[src/rtl/inst_fetch_pkg.sv]
// Shared constants for the instruction fetch unit: pipeline control encoding,
// FSM state encodings, reset defaults and the address alignment helper.
package inst_fetch_pkg;

  localparam int CTRL_WIRE_W = 2;
  localparam logic [CTRL_WIRE_W-1:0] CTRL_STATE_RUN     = 2'b00;
  localparam logic [CTRL_WIRE_W-1:0] CTRL_STATE_STALLED = 2'b01;

  localparam logic [1:0] ST_IDLE  = 2'd0;
  localparam logic [1:0] ST_WAIT  = 2'd1;
  localparam logic [1:0] ST_DRAIN = 2'd2;

  localparam logic [31:0] NOP_INST_DEF = 32'h0000_0013;
  localparam logic [63:0] RESET_PC_DEF = 64'h0000_0000_8000_0000;

  function automatic logic [63:0] word_align(input logic [63:0] addr);
    return {addr[63:2], 2'b00};
  endfunction

endpackage

[src/rtl/fetch_buf.sv]
// Output buffer toward the IF/ID register. A load takes priority over a clear;
// with neither command the held instruction, pc and valid flag are kept.
module fetch_buf
  import inst_fetch_pkg::*;
#(
  parameter logic [63:0] RESET_PC = RESET_PC_DEF,
  parameter logic [31:0] NOP_INST = NOP_INST_DEF
) (
  input  logic        clk,
  input  logic        rst,
  input  logic        load,
  input  logic        clear,
  input  logic [31:0] load_inst,
  input  logic [63:0] load_pc,
  output logic [31:0] inst,
  output logic [63:0] pc,
  output logic        valid
);

  logic [31:0] inst_r;
  logic [63:0] pc_r;
  logic        valid_r;

  // Buffer register: load, clear (back to NOP) or hold
  always_ff @(posedge clk or negedge rst) begin
    if (!rst) begin
      inst_r  <= NOP_INST;
      pc_r    <= RESET_PC;
      valid_r <= 1'b0;
    end else if (load) begin
      inst_r  <= load_inst;
      pc_r    <= load_pc;
      valid_r <= 1'b1;
    end else if (clear) begin
      inst_r  <= NOP_INST;
      pc_r    <= pc_r;
      valid_r <= 1'b0;
    end else begin
      inst_r  <= inst_r;
      pc_r    <= pc_r;
      valid_r <= valid_r;
    end
  end

  assign inst  = inst_r;
  assign pc    = pc_r;
  assign valid = valid_r;

endmodule

[src/rtl/inst_fetch.sv]
// Instruction fetch unit: one outstanding memory request at a time, with
// redirects that either land immediately or are parked until the ack drains.
module inst_fetch
  import inst_fetch_pkg::*;
#(
  parameter logic [63:0] RESET_PC = RESET_PC_DEF,
  parameter logic [31:0] NOP_INST = NOP_INST_DEF
) (
  input  logic                   clk,
  input  logic                   rst,
  input  logic [CTRL_WIRE_W-1:0] ctrl_signal_i,
  input  logic                   branch_en_i,
  input  logic [63:0]            branch_target_i,
  output logic                   imem_req_o,
  output logic [63:0]            imem_addr_o,
  input  logic                   imem_ack_i,
  input  logic [31:0]            imem_rdata_i,
  output logic [31:0]            if_inst_o,
  output logic [63:0]            pc_o,
  output logic                   if_valid_o
);

  logic [1:0]  state_r,      state_s;
  logic [63:0] fetch_pc_r,   fetch_pc_s;
  logic [63:0] pending_pc_r, pending_pc_s;
  logic [63:0] req_addr_r,   req_addr_s;
  logic        imem_req_r;
  logic        consume_s;
  logic        buf_load_s;
  logic        buf_clear_s;
  logic [63:0] branch_pc_s;

  assign consume_s   = if_valid_o && (ctrl_signal_i != CTRL_STATE_STALLED);
  assign branch_pc_s = word_align(branch_target_i);

  // Next-state and address bookkeeping for the fetch FSM
  always_comb begin
    state_s      = state_r;
    fetch_pc_s   = fetch_pc_r;
    pending_pc_s = pending_pc_r;
    req_addr_s   = req_addr_r;
    buf_load_s   = 1'b0;
    buf_clear_s  = branch_en_i || consume_s;
    case (state_r)
      ST_IDLE: begin
        if (branch_en_i) begin
          fetch_pc_s = branch_pc_s;
        end else if (!if_valid_o || consume_s) begin
          state_s    = ST_WAIT;
          req_addr_s = fetch_pc_r;
        end else begin
          state_s = ST_IDLE;
        end
      end
      ST_WAIT: begin
        if (imem_ack_i) begin
          state_s = ST_IDLE;
          if (branch_en_i) begin
            fetch_pc_s = branch_pc_s;
          end else begin
            buf_load_s = 1'b1;
            fetch_pc_s = fetch_pc_r + 64'd4;
          end
        end else if (branch_en_i) begin
          pending_pc_s = branch_pc_s;
          state_s      = ST_DRAIN;
        end else begin
          state_s = ST_WAIT;
        end
      end
      ST_DRAIN: begin
        // A redirect arriving with the ack still wins over the parked one
        pending_pc_s = branch_en_i ? branch_pc_s : pending_pc_r;
        if (imem_ack_i) begin
          fetch_pc_s = pending_pc_s;
          state_s    = ST_IDLE;
        end else begin
          state_s = ST_DRAIN;
        end
      end
      default: begin
        state_s = ST_IDLE;
      end
    endcase
  end

  // FSM and address registers
  always_ff @(posedge clk or negedge rst) begin
    if (!rst) begin
      state_r      <= ST_IDLE;
      fetch_pc_r   <= RESET_PC;
      pending_pc_r <= RESET_PC;
      req_addr_r   <= RESET_PC;
      imem_req_r   <= 1'b0;
    end else begin
      state_r      <= state_s;
      fetch_pc_r   <= fetch_pc_s;
      pending_pc_r <= pending_pc_s;
      req_addr_r   <= req_addr_s;
      imem_req_r   <= (state_s != ST_IDLE);
    end
  end

  assign imem_req_o  = imem_req_r;
  assign imem_addr_o = req_addr_r;

  fetch_buf #(
    .RESET_PC (RESET_PC),
    .NOP_INST (NOP_INST)
  ) u_fetch_buf (
    .clk       (clk),
    .rst       (rst),
    .load      (buf_load_s),
    .clear     (buf_clear_s),
    .load_inst (imem_rdata_i),
    .load_pc   (req_addr_r),
    .inst      (if_inst_o),
    .pc        (pc_o),
    .valid     (if_valid_o)
  );

endmodule

[config.mk]
export PLATFORM = sky130hd
export DESIGN_NAME = inst_fetch
export DESIGN_NICKNAME = d
export VERILOG_FILES = /design/src/rtl/inst_fetch_pkg.sv /design/src/rtl/fetch_buf.sv /design/src/rtl/inst_fetch.sv
export SDC_FILE = /design/constraint.sdc
export NUM_CORES = 1
export LEC_CHECK = 0
export CAP_MARGIN = 20
export CORE_ASPECT_RATIO = 0.8
export CORE_MARGIN = 1.5
export CORE_UTILIZATION = 48
export DETAILED_ROUTE_END_ITERATION = 10
export PLACE_DENSITY = 0.78
export RECOVER_POWER = 100
export SLEW_MARGIN = 20
export SYNTH_ARGS = -nofsm -noshare
export SYNTH_HDL_FRONTEND = slang
export SYNTH_SLANG_ARGS = --single-unit
[constraint.sdc]
create_clock -name clk -period 2.7 [get_ports clk]
set_clock_uncertainty 0.2 [all_clocks]
set_input_delay 0.54 -clock clk [delete_from_list [all_inputs] [get_ports clk]]
set_output_delay 0.54 -clock clk [all_outputs]
set_load 0.005 [all_outputs]
* Word level (Yosys, flattened, before mapping)
Cells that the tools add are included.
** Cells by class
- Add/subtract/negate cells :: 1
- Eq/ne operators :: 7
- Mux-type cells :: 21
- Bitwise operators :: 1
- Reduce and logical (&&, ||, !) cells :: 12
** Operators by type and width (number)
- 64-bit 2-to-1 mux :: 6
- 64-bit case mux with 3 select lines :: 1
- 64-bit case mux with 2 select lines :: 1
- 64-bit by 3-bit adder with 64-bit output (second input constant) :: 1
- 32-bit 2-to-1 mux :: 2
- 2-bit 2-to-1 mux :: 4
- 2-bit != test (second input constant) :: 4
- 1-bit 2-to-1 mux :: 6
- 2-bit case mux with 3 select lines :: 1
- 2-bit nonzero test :: 3
- 4-bit AND reduction :: 1
- 3-bit AND reduction :: 1
- 3-bit nonzero test :: 1
- 2-bit by 1-bit equality test with 1-bit output (second input constant) :: 1
- 2-bit equality test (second input constant) :: 1
- 2-bit logical NOT :: 1
- 1-bit logical OR :: 2
- 2-bit by 1-bit != test with 1-bit output (second input constant) :: 1
- 2-bit AND reduction :: 1
- 1-bit logical AND :: 1
- 1-bit logical NOT :: 1
- 1-bit NOT :: 1
** Word-level totals
- Register bits after elaboration :: 292
- Input port bits :: 102
- Output and inout port bits :: 162
- Word-level logic and storage cells :: 50

* Depth between registers and ports, before layout
Gate-level depths: netlist of run 1.
- Word-level depth :: 7
- Depth in mapped cells :: 10
- Depth with buffers taken out :: 8

* Hierarchy
Synthesis of run 1 repeated with hierarchy kept, for this count alone.
** Unflattened totals
- Cells, all modules :: 1216
- Area, all modules :: 13933.4 um2
** Modules (own cells, without submodules)
- inst_fetch :: times used 1, cells an instance 1000, area each 10116.0 um2, seq. area each 4883.4 um2
- fetch_buf :: times used 1, cells an instance 216, area each 3817.4 um2, seq. area each 2432.3 um2

* Least setup slack after synthesis of run 1
Ideal clock, no wire load.
- Path kind :: reg-to-reg
- Start :: reg fetch_pc_r[2]
- End :: reg fetch_pc_r[50]
- Library setup time :: 121 ps
- Arrival time :: 2448 ps
- Slack :: -69 ps
- Cell stages (with the launch flop) :: 9
- Buffers on the path :: 1
- Cell sequence :: dfrtp_1 ha_1 nand4_4 or4_4 buf_6 or4_4 nor3_1 o21ai_0 a22o_1
** Between the ends
- Longest elaborated chain between the ends :: 4
** Ends and longest elaborated chain
- from (decl) :: line inst_fetch.sv:24 : logic [63:0] fetch_pc_r, fetch_pc_s;
- from (signal assigned) :: line inst_fetch.sv:97 : fetch_pc_r <= fetch_pc_s;
- 64-bit by 3-bit adder with 64-bit output :: line inst_fetch.sv:62 : fetch_pc_s = fetch_pc_r + 64'd4;
- 64-bit 2-to-1 mux :: line inst_fetch.sv:58 : if (branch_en_i) begin
- 64-bit 2-to-1 mux :: line inst_fetch.sv:56 : if (imem_ack_i) begin
- 64-bit case mux with 3 select lines :: line inst_fetch.sv:44 : case (state_r)
Every way passes these cells. The select of a mux whose other input is x is not followed.
A chain may end at the register's enable or synchronous reset.

* Final worst setup path of run 1
- Start :: reg state_r[1]
- End :: reg pending_pc_r[12]
** Between the ends
- Longest elaborated chain between the ends :: 3
- Elaborated cells between the ends (all ways) :: 6
** Ends and longest elaborated chain
- from (decl) :: line inst_fetch.sv:23 : logic [1:0] state_r, state_s;
- from (signal assigned) :: line inst_fetch.sv:96 : state_r <= state_s;
- 2-bit by 1-bit equality test with 1-bit output or 2-bit equality test (tied branches) :: line inst_fetch.sv:44
- 2-bit != test (no source line) or 2-bit nonzero test (tied branches)
- 2-bit AND reduction (no source line)
- to (signal assigned) :: line inst_fetch.sv:98 : pending_pc_r <= pending_pc_s;
- to (decl) :: line inst_fetch.sv:25 : logic [63:0] pending_pc_r, pending_pc_s;
Parallel ways exist; a longest one is shown, timed or not.

==> impl_results.md, run 1 <==
- Placer Congestion: 0.916
- Synthesized area: between 10000 and 15000 sq um
- FILL cells: 2262
- Sequential fraction of the synthesis area: 0.527
- Synth unique cells: 71
- Ports: 264
- Register area: 7320 sq um
- VDD IR max: 0.000596 V
- Post-synth top area share: 0.513
- Cell area after layout: 18800 sq um
- Detail Route Antenna Nets: 0
- Crit path top cell by count: clkbuf_4
- Crit path from: state_r[1]$_DFF_PN0_
- Pin count of the biggest net entering global routing: 61
- Crit-path leading delay family: buffers and inverters
- Switching pwr: 0.00853 W
- Crit-path max FO: 7
- # setup viols final: 0
- MaxCap Viol Count: 0
- Critical path buffer and inverter count: 3
- Final wirelength: 44000 um
- Max Buffers Root-to-Sink: 3
- Most common cell in the netlist: dfrtp_1
- GR Util All Layers: 0.290
- Predominant post-synthesis flop cell: dfrtp_1
- Core outline area: approximately 28000 sq um
- P_int: about 0.014 W
- Yosys warnings: 0
- Min-delay worst type: reg2reg
- Slowest CP cell: clkbuf_1
- Clk_lat worst skew: 560 ps
- Final Cycle Share: 0.991
- Synth Instances: 1372
- Status: finished, final reports clean
- Setup crit end kind: register
- HP Start: u_fetch_buf.pc[31]$_DFFE_PN1P_
- Layout area overhead: 35.3%
- RSZ-0062 raised after global routing: yes
- Placed instance count: 2035
- DRT Pass-1 Iters: 6
- Clock Power Share: 0.183
- Number of global-route vias before repair: 12.4k
- Leakage power: approximately 8.4 nW
- CP arrival: about 3000 ps
- Grt total ovfl: 0
- Async SR Flop Fraction: 1.00
- Final min period: between 2000 and 3000 ps
- Comb pwr share: 0.465
- TritonCTS clock tree: yes
- Die Wd: 193 um
- Clock Pin Slew Worst Setup and Hold Paths: 60 ps
- Switching Share: 0.382
- Crit path required time: 2950 ps
- Per-cell routed wire length: 21.0 um
- Die Span Y: ~160 um
- Row cnt: 55
- Sequential Power Share: 0.352
- TritonCTS Sinks: 292
- Root buffer cell: clkbuf_16
- Worst slew pin tran: 1340 ps
- Relative slew margins: 0.106
- CP peak stage delay: 430 ps
- Footprint of the multi-input gates: 6280 sq um
- Die area: between 20000 and 30000 sq um
- Synth cell count leaders: dfrtp_1 (285), nand2_1 (274), mux2_2 (118)
- Setup TNS: 0 ps
- #FFs+latches synth: 292
- DR iter-0 viols: about 1.3k
- Layout cells sized above 1: 0.200
- Port buffer count: 261
- H-Tree Level Count: 1
- CP Cell Sequence: clkbuf_4 > ha_1 > clkbuf_4 > or2_2 > and2_4 > nand2_1 > clkbuf_1 > mux2_2
- Synthesized Nets: 1480
- Routed vias: 12.6k
- Clock buffer count from CTS: 30
- Starting Density: 0.490
- Fin cells: 2098
- Post-detail-place hpwl: between 30000 and 40000 um
- Pins Over Slew Limit: 0
- Fmax: 374 MHz
- Dpl cell area: ~18000 sq um
- Initial antenna violation count: 0
- Final hold viol count: 0
- Cell taking the most area after synthesis: dfrtp_1
- CP Class: reg2reg
- P per Cell Area: 1190 nW/um^2
- Post-synth EDFFs: 0
- First-pass GRT wire length: 69700 um
- Antenna cells: 0
- Vias/cell: 6.00
- Post-layout util: 0.663
- Top post-synthesis cells by area: dfrtp_1 (51%), mux2_2 (9.6%), nand2_1 (7.4%)
- Drt drc: 0
- Avg Inst Size Synth: 10.1 sq um
- Crit start category: register
- R2r startpoint: state_r[1]$_DFF_PN0_
- NumNets Final: 1814
-- metal layers --
layer | up-vias | wire length [um] | GRT usage | part of all wire
met4 | 0 | 1090 | 0.0842 | 0.025
met1 | 6197 | 19100 | 0.415 | 0.43
met3 | 95 | 4150 | 0.0590 | 0.094
met2 | 641 | 19700 | 0.449 | 0.45
li1 | 5657 | - | - | -
met5 | - | 0 | 0 | 0
-- final timing paths --
| check | end | slack (ps) | depth (start not counted) |
|---|---|---|---|
| min in group asynchronous | u_fetch_buf.pc[41]$_DFFE_PN0P_ | 620 | 2 |
| max | pending_pc_r[12]$_DFFE_PN0P_ | 20 | 8 |
| max in group asynchronous | u_fetch_buf.inst[2]$_DFFE_PN0P_ | 360 | 3 |
| min reg2reg | u_fetch_buf.pc[31]$_DFFE_PN1P_ | 260 | 2 |
| min | u_fetch_buf.pc[31]$_DFFE_PN1P_ | 260 | 2 |
| max reg2reg | pending_pc_r[12]$_DFFE_PN0P_ | 20 | 8 |
-- power by group through the flow --
stage                     clock (W)  combinational, W  sequential [W]
after floorplan                   0           0.00554         0.00765
after global placement            0            0.0102         0.00783
after detailed placement          0            0.0105         0.00791
after CTS                   0.00416            0.0106         0.00787
after global routing        0.00435            0.0113         0.00810
final                       0.00409            0.0104         0.00787
-- placed cells by master, fill, tap and decap left out, types with 7 or more instances in the layout --
cell type,synthesis,layout
nor2_1,70,70
clkdlybuf4s50_1,0,98
o211ai_1,8,8
nand2_1,274,272
a21oi_1,45,45
mux2_2,118,118
a31oi_1,8,8
a221oi_1,24,21
xor2_1,7,7
o31ai_1,9,9
clkbuf_4,0,8
dlygate4sd3_1,0,163
buf_6,1,8
inv_1,16,16
xnor2_1,10,10
and3_1,12,12
buf_4,0,101
o21ai_0,99,99
nor3_1,28,26
a22oi_1,13,13
clkbuf_1,89,14
a22o_1,40,40
a221o_1,13,13
dfrtp_1,285,281
dfstp_2,7,7
clkbuf_2,0,11
nand4_1,26,26
nand3_1,23,23
clkbuf_16,0,30
nor4_1,12,9
or3_1,7,7
-- timing repair --
action / 4_1_cts / 5_1_grt
resized for setup: 5 / 25
endpoints found under the setup margin: 11 / 45
buffers inserted: 3 / 5
endpoints found under the hold margin: 44 / 0
hold buffers: 1 / 0
pin swaps: 6 / 9
-- worst register-to-register path: stages (launching register included) --
cell      delay, ps
dfrtp_1         400
clkbuf_4        140
ha_1            190
clkbuf_4        150
or2_2           300
and2_4          180
nand2_1         170
clkbuf_1        430
mux2_2          400
-- metrics by stage --
stage	hold WS [ps]	worst slack, ps	power, W
3_5_place_dp	258	-389	0.0184
4_1_cts	269	1.72	0.0227
3_3_place_gp	247	-364	0.0180
5_1_grt	279	-40.9	0.0238
6_report	264	24.0	0.0223
2_1_floorplan	44.4	11.0	0.0132
-- logic make-up (layout without fill, tap and decap cells) --
| group | count (synthesis) | count (layout) | share of synthesized area |
|---|---|---|---|
| flops | 292 | 292 | 0.527 |
| buf+inv | 112 | 468 | 0.0310 |
| xor+xnor | 17 | 17 | 0.0107 |
| fa+ha+maj | 6 | 6 | 0.00540 |
| compound gates | 325 | 325 | 0.162 |
| mux | 123 | 123 | 0.0993 |
| simple gates | 497 | 497 | 0.165 |
-- sequential cells by signal (all words and copies together) (netlist names) --
signal and count:
u_fetch_buf.valid 1, state_r 2, pending_pc_r 64, fetch_pc_r 64
u_fetch_buf.pc 64, u_fetch_buf.inst 32, imem_req_o 1, imem_addr_o 64
-- final cells by class --
type,instances,share of cell area
clock buffer,45,0.0451
clock inverter,9,0.00599
inverter,16,0.00320
multi-input combinational,968,0.334
sequential,292,0.390
tap,370,0.0246
timing repair buffer,398,0.197
Power figures use the tool's default switching activity.
==> inputs of run 2 (changes only) <==
--- a/config.mk
+++ b/config.mk
@@ -10,6 +10,7 @@
 export CORE_MARGIN = 1.5
 export CORE_UTILIZATION = 48
 export DETAILED_ROUTE_END_ITERATION = 10
+export MAX_ROUTING_LAYER = met4
 export PLACE_DENSITY = 0.78
 export RECOVER_POWER = 100
 export SLEW_MARGIN = 20
==> impl_results.md, run 2 (synthesized netlist as in run 1, its figures left out) <==
- Levels on crit path: 7 (was 8)
- H-Tree Level Count: 1 (unchanged)
- Min-delay worst type: reg2reg (unchanged)
- Commonest non-fill, non-tap cell in the layout: dfrtp_1 (unchanged)
- Pin count of the biggest net entering global routing: 62 (was 61)
- Fin cells: 2106 (was 2098)
- Critical path buffer and inverter count: 0 (was 3)
- Worst slew pin tran: 1620 ps (was 1340 ps)
- Post-layout util: 0.672 (was 0.663)
- Core outline area: 28400 sq um (unchanged)
- DRT Pass-1 Iters: 6 (unchanged)
- Setup crit end kind: register (unchanged)
- Grt total ovfl: 0 (unchanged)
- Vias/cell: 6.08 (was 6.00)
- Row cnt: 55 (unchanged)
- Clk_lat worst skew: 560 ps (about the same)
- NumNets Final: 1819 (was 1814)
- Clock buffer count from CTS: 29 (was 30)
- TritonCTS clock tree: yes (unchanged)
- Final wirelength: 44800 um (was 44000 um)
- Final Cycle Share: 1.00 (was 0.991)
- TritonCTS Sinks: 292 (unchanged)
- P_int: 0.0143 W (was 0.0138 W)
- Per-cell routed wire length: 21.3 um (was 21.0 um)
- VDD IR max: 0.000648 V (was 0.000596 V)
- Initial antenna violation count: 3 (was 0)
- Place WS: -409 ps (was -389 ps)
- Post-detail-place hpwl: 31500 um (was 31000 um)
- Crit-path max FO: 6 (was 7)
- Detail Route Antenna Nets: 0 (unchanged)
- Sequential Power Share: 0.344 (was 0.352)
- Final hold viol count: 0 (unchanged)
- Root buffer cell: clkbuf_16 (unchanged)
- Layout cells sized above 1: 0.211 (was 0.200)
- Die area: 30000 sq um (unchanged)
- RR Endpoint: fetch_pc_r[50]$_DFFE_PN0P_ (was pending_pc_r[12]$_DFFE_PN0P_)
- MaxCap Viol Count: 1 (was 0)
- Die Wd: 193 um (unchanged)
- Comb pwr share: 0.458 (was 0.465)
- Max Buffers Root-to-Sink: 3 (unchanged)
- RSZ-0062 raised after global routing: yes (unchanged)
- Switching pwr: 0.00873 W (was 0.00853 W)
- Drt drc: 0 (unchanged)
- Clock Power Share: 0.198 (was 0.183)
- Clock Pin Slew Worst Setup and Hold Paths: 70 ps (was 60 ps)
- Status: complete, but fails checks (was finished, final reports clean)
- CP Class: reg2reg (unchanged)
- Worst Reg-to-Reg Cells: 7 (was 8)
- Slowest CP cell: or4_4 (was clkbuf_1)
- Reg2Reg Setup Slack: -10 ps (was 20 ps)
- Crit-path leading delay family: simple AND/OR/NAND/NOR gates (was buffers and inverters)
- Layout area overhead: 37.1% (was 35.3%)
- Number of global-route vias before repair: 12.6k (was 12.4k)
- Power Total: 0.0230 W (was 0.0223 W)
- Port buffer count: 261 (unchanged)
- CP Cell Sequence: ha_4 > nand4_4 > or4_4 > nor4_4 > nand3_2 > o41ai_1 > a22o_1 (was clkbuf_4 > ha_1 > clkbuf_4 > or2_2 > and2_4 > nand2_1 > clkbuf_1 > mux2_2)
- Placer Congestion: 0.943 (was 0.916)
- DR iter-0 viols: 1417 (was 1257)
- GR Util All Layers: 0.302 (was 0.290)
- Pins Over Slew Limit: 61 (was 0)
- Placed instance count: 2037 (was 2035)
- CP peak stage delay: 570 ps (was 430 ps)
- Crit path required time: 3000 ps (was 2950 ps)
- Most frequent cells in the layout: dfrtp_1 (283), nand2_1 (271), dlygate4sd3_1 (163) (was dfrtp_1 (281), nand2_1 (272), dlygate4sd3_1 (163))
- Leakage power: 8.52 nW (was 8.43 nW)
- First-pass GRT wire length: 70400 um (was 69700 um)
- Die Span Y: 155 um (unchanged)
- Ports: 264 (unchanged)
- P per Cell Area: 1210 nW/um^2 (was 1190 nW/um^2)
- Setup ws final: -9.50 ps (was 24.0 ps)
- Starting Density: 0.490 (unchanged)
- Fmax: 369 MHz (was 374 MHz)
- Crit start category: register (unchanged)
- Routed vias: 12.8k (was 12.6k)
- R2r startpoint: fetch_pc_r[2]$_DFFE_PN0P_ (was state_r[1]$_DFF_PN0_)
- Final min period: 2710 ps (was 2680 ps)
- Hold path cells: 2 (unchanged)
- Hold path endpoint: u_fetch_buf.pc[31]$_DFFE_PN1P_ (unchanged)
- Violated checks: max-capacitance violations, max-slew violations, negative setup slack
- Relative slew margins: -0.0830 (was 0.106)
- Switching Share: 0.379 (was 0.382)
- CP arrival: 3010 ps (was 2920 ps)
- HP Start: u_fetch_buf.pc[31]$_DFFE_PN1P_ (unchanged)
- # setup viols final: 1 (was 0)
- Worst hold margin: 259 ps (was 264 ps)
run 2: cell count changes in the layout (fill, tap and decap cells not counted), sizes merged:
cell,change
clkbuf,-12
buf,+9
bufinv,+4
diode,+3
inv,+3
clkinvlp,+2
clkinv,-1
run 2: cell type report:
type	instances	area (sq um)
fill	2178	9300
sequential	292	7320
multi-input combinational	968	6300
timing repair buffer	404	3810
clock buffer	36	822
tap	370	463
clock inverter	17	263
inverter	16	63.8
antenna	3	7.51
run 2: worst max-delay path by stage:
| stage | slack [ps] | to | from |
|---|---|---|---|
| 2_1_floorplan | 10 | fetch_pc_r[50]$_DFFE_PN0P_ | fetch_pc_r[3]$_DFFE_PN0P_ |
| 3_3_place_gp | -360 | fetch_pc_r[47]$_DFFE_PN0P_ | imem_ack_i |
| 3_5_place_dp | -410 | fetch_pc_r[47]$_DFFE_PN0P_ | imem_ack_i |
| 4_1_cts | 4 | fetch_pc_r[47]$_DFFE_PN0P_ | state_r[1]$_DFF_PN0_ |
| 5_1_grt | -110 | fetch_pc_r[50]$_DFFE_PN0P_ | state_r[1]$_DFF_PN0_ |
| 6_report | -10 | fetch_pc_r[50]$_DFFE_PN0P_ | fetch_pc_r[2]$_DFFE_PN0P_ |
run 2: tightest hold or removal path: stages, from the launching register on:
cell and delay (ps):
dfstp_2 360, nand2_1 50, nand2_1 50
run 2: power by group through the flow:
stage	clock, W	combinational [W]	sequential (W)
2_1_floorplan	0	0.00554	0.00765
3_3_place_gp	0	0.0102	0.00785
3_5_place_dp	0	0.0105	0.00795
4_1_cts	0.00462	0.0107	0.00790
5_1_grt	0.00481	0.0114	0.00814
6_report	0.00456	0.0106	0.00791
run 2: layer usage:
| layer | GRT usage | part of all wire | routed length, um | vias to the layer above |
|---|---|---|---|---|
| met5 | - | 0 | 0 | - |
| met4 | 0.0831 | 0.027 | 1230 | 0 |
| met3 | 0.0598 | 0.095 | 4250 | 113 |
| met2 | 0.447 | 0.45 | 20000 | 717 |
| met1 | 0.423 | 0.43 | 19300 | 6328 |
| li1 | - | - | - | 5654 |
run 2: stage by stage:
| stage | setup TNS [ps] | area (sq um) |
|---|---|---|
| finish | -9.50 | 19100 |
| global route | -1250 | 19100 |
| CTS | 0 | 19000 |
| detailed placement | -19280 | 17800 |
| global placement | -17510 | 17800 |
| floorplan | 0 | 13900 |
run 2: timing repair:
item,4_1_cts,5_1_grt
endpoints found under the setup margin,13,134
gates resized for setup,5,35
hold buffers,1,0
endpoints found under the hold margin,51,0
gates cloned,0,0
pin swaps,6,10
setup buffers,3,9
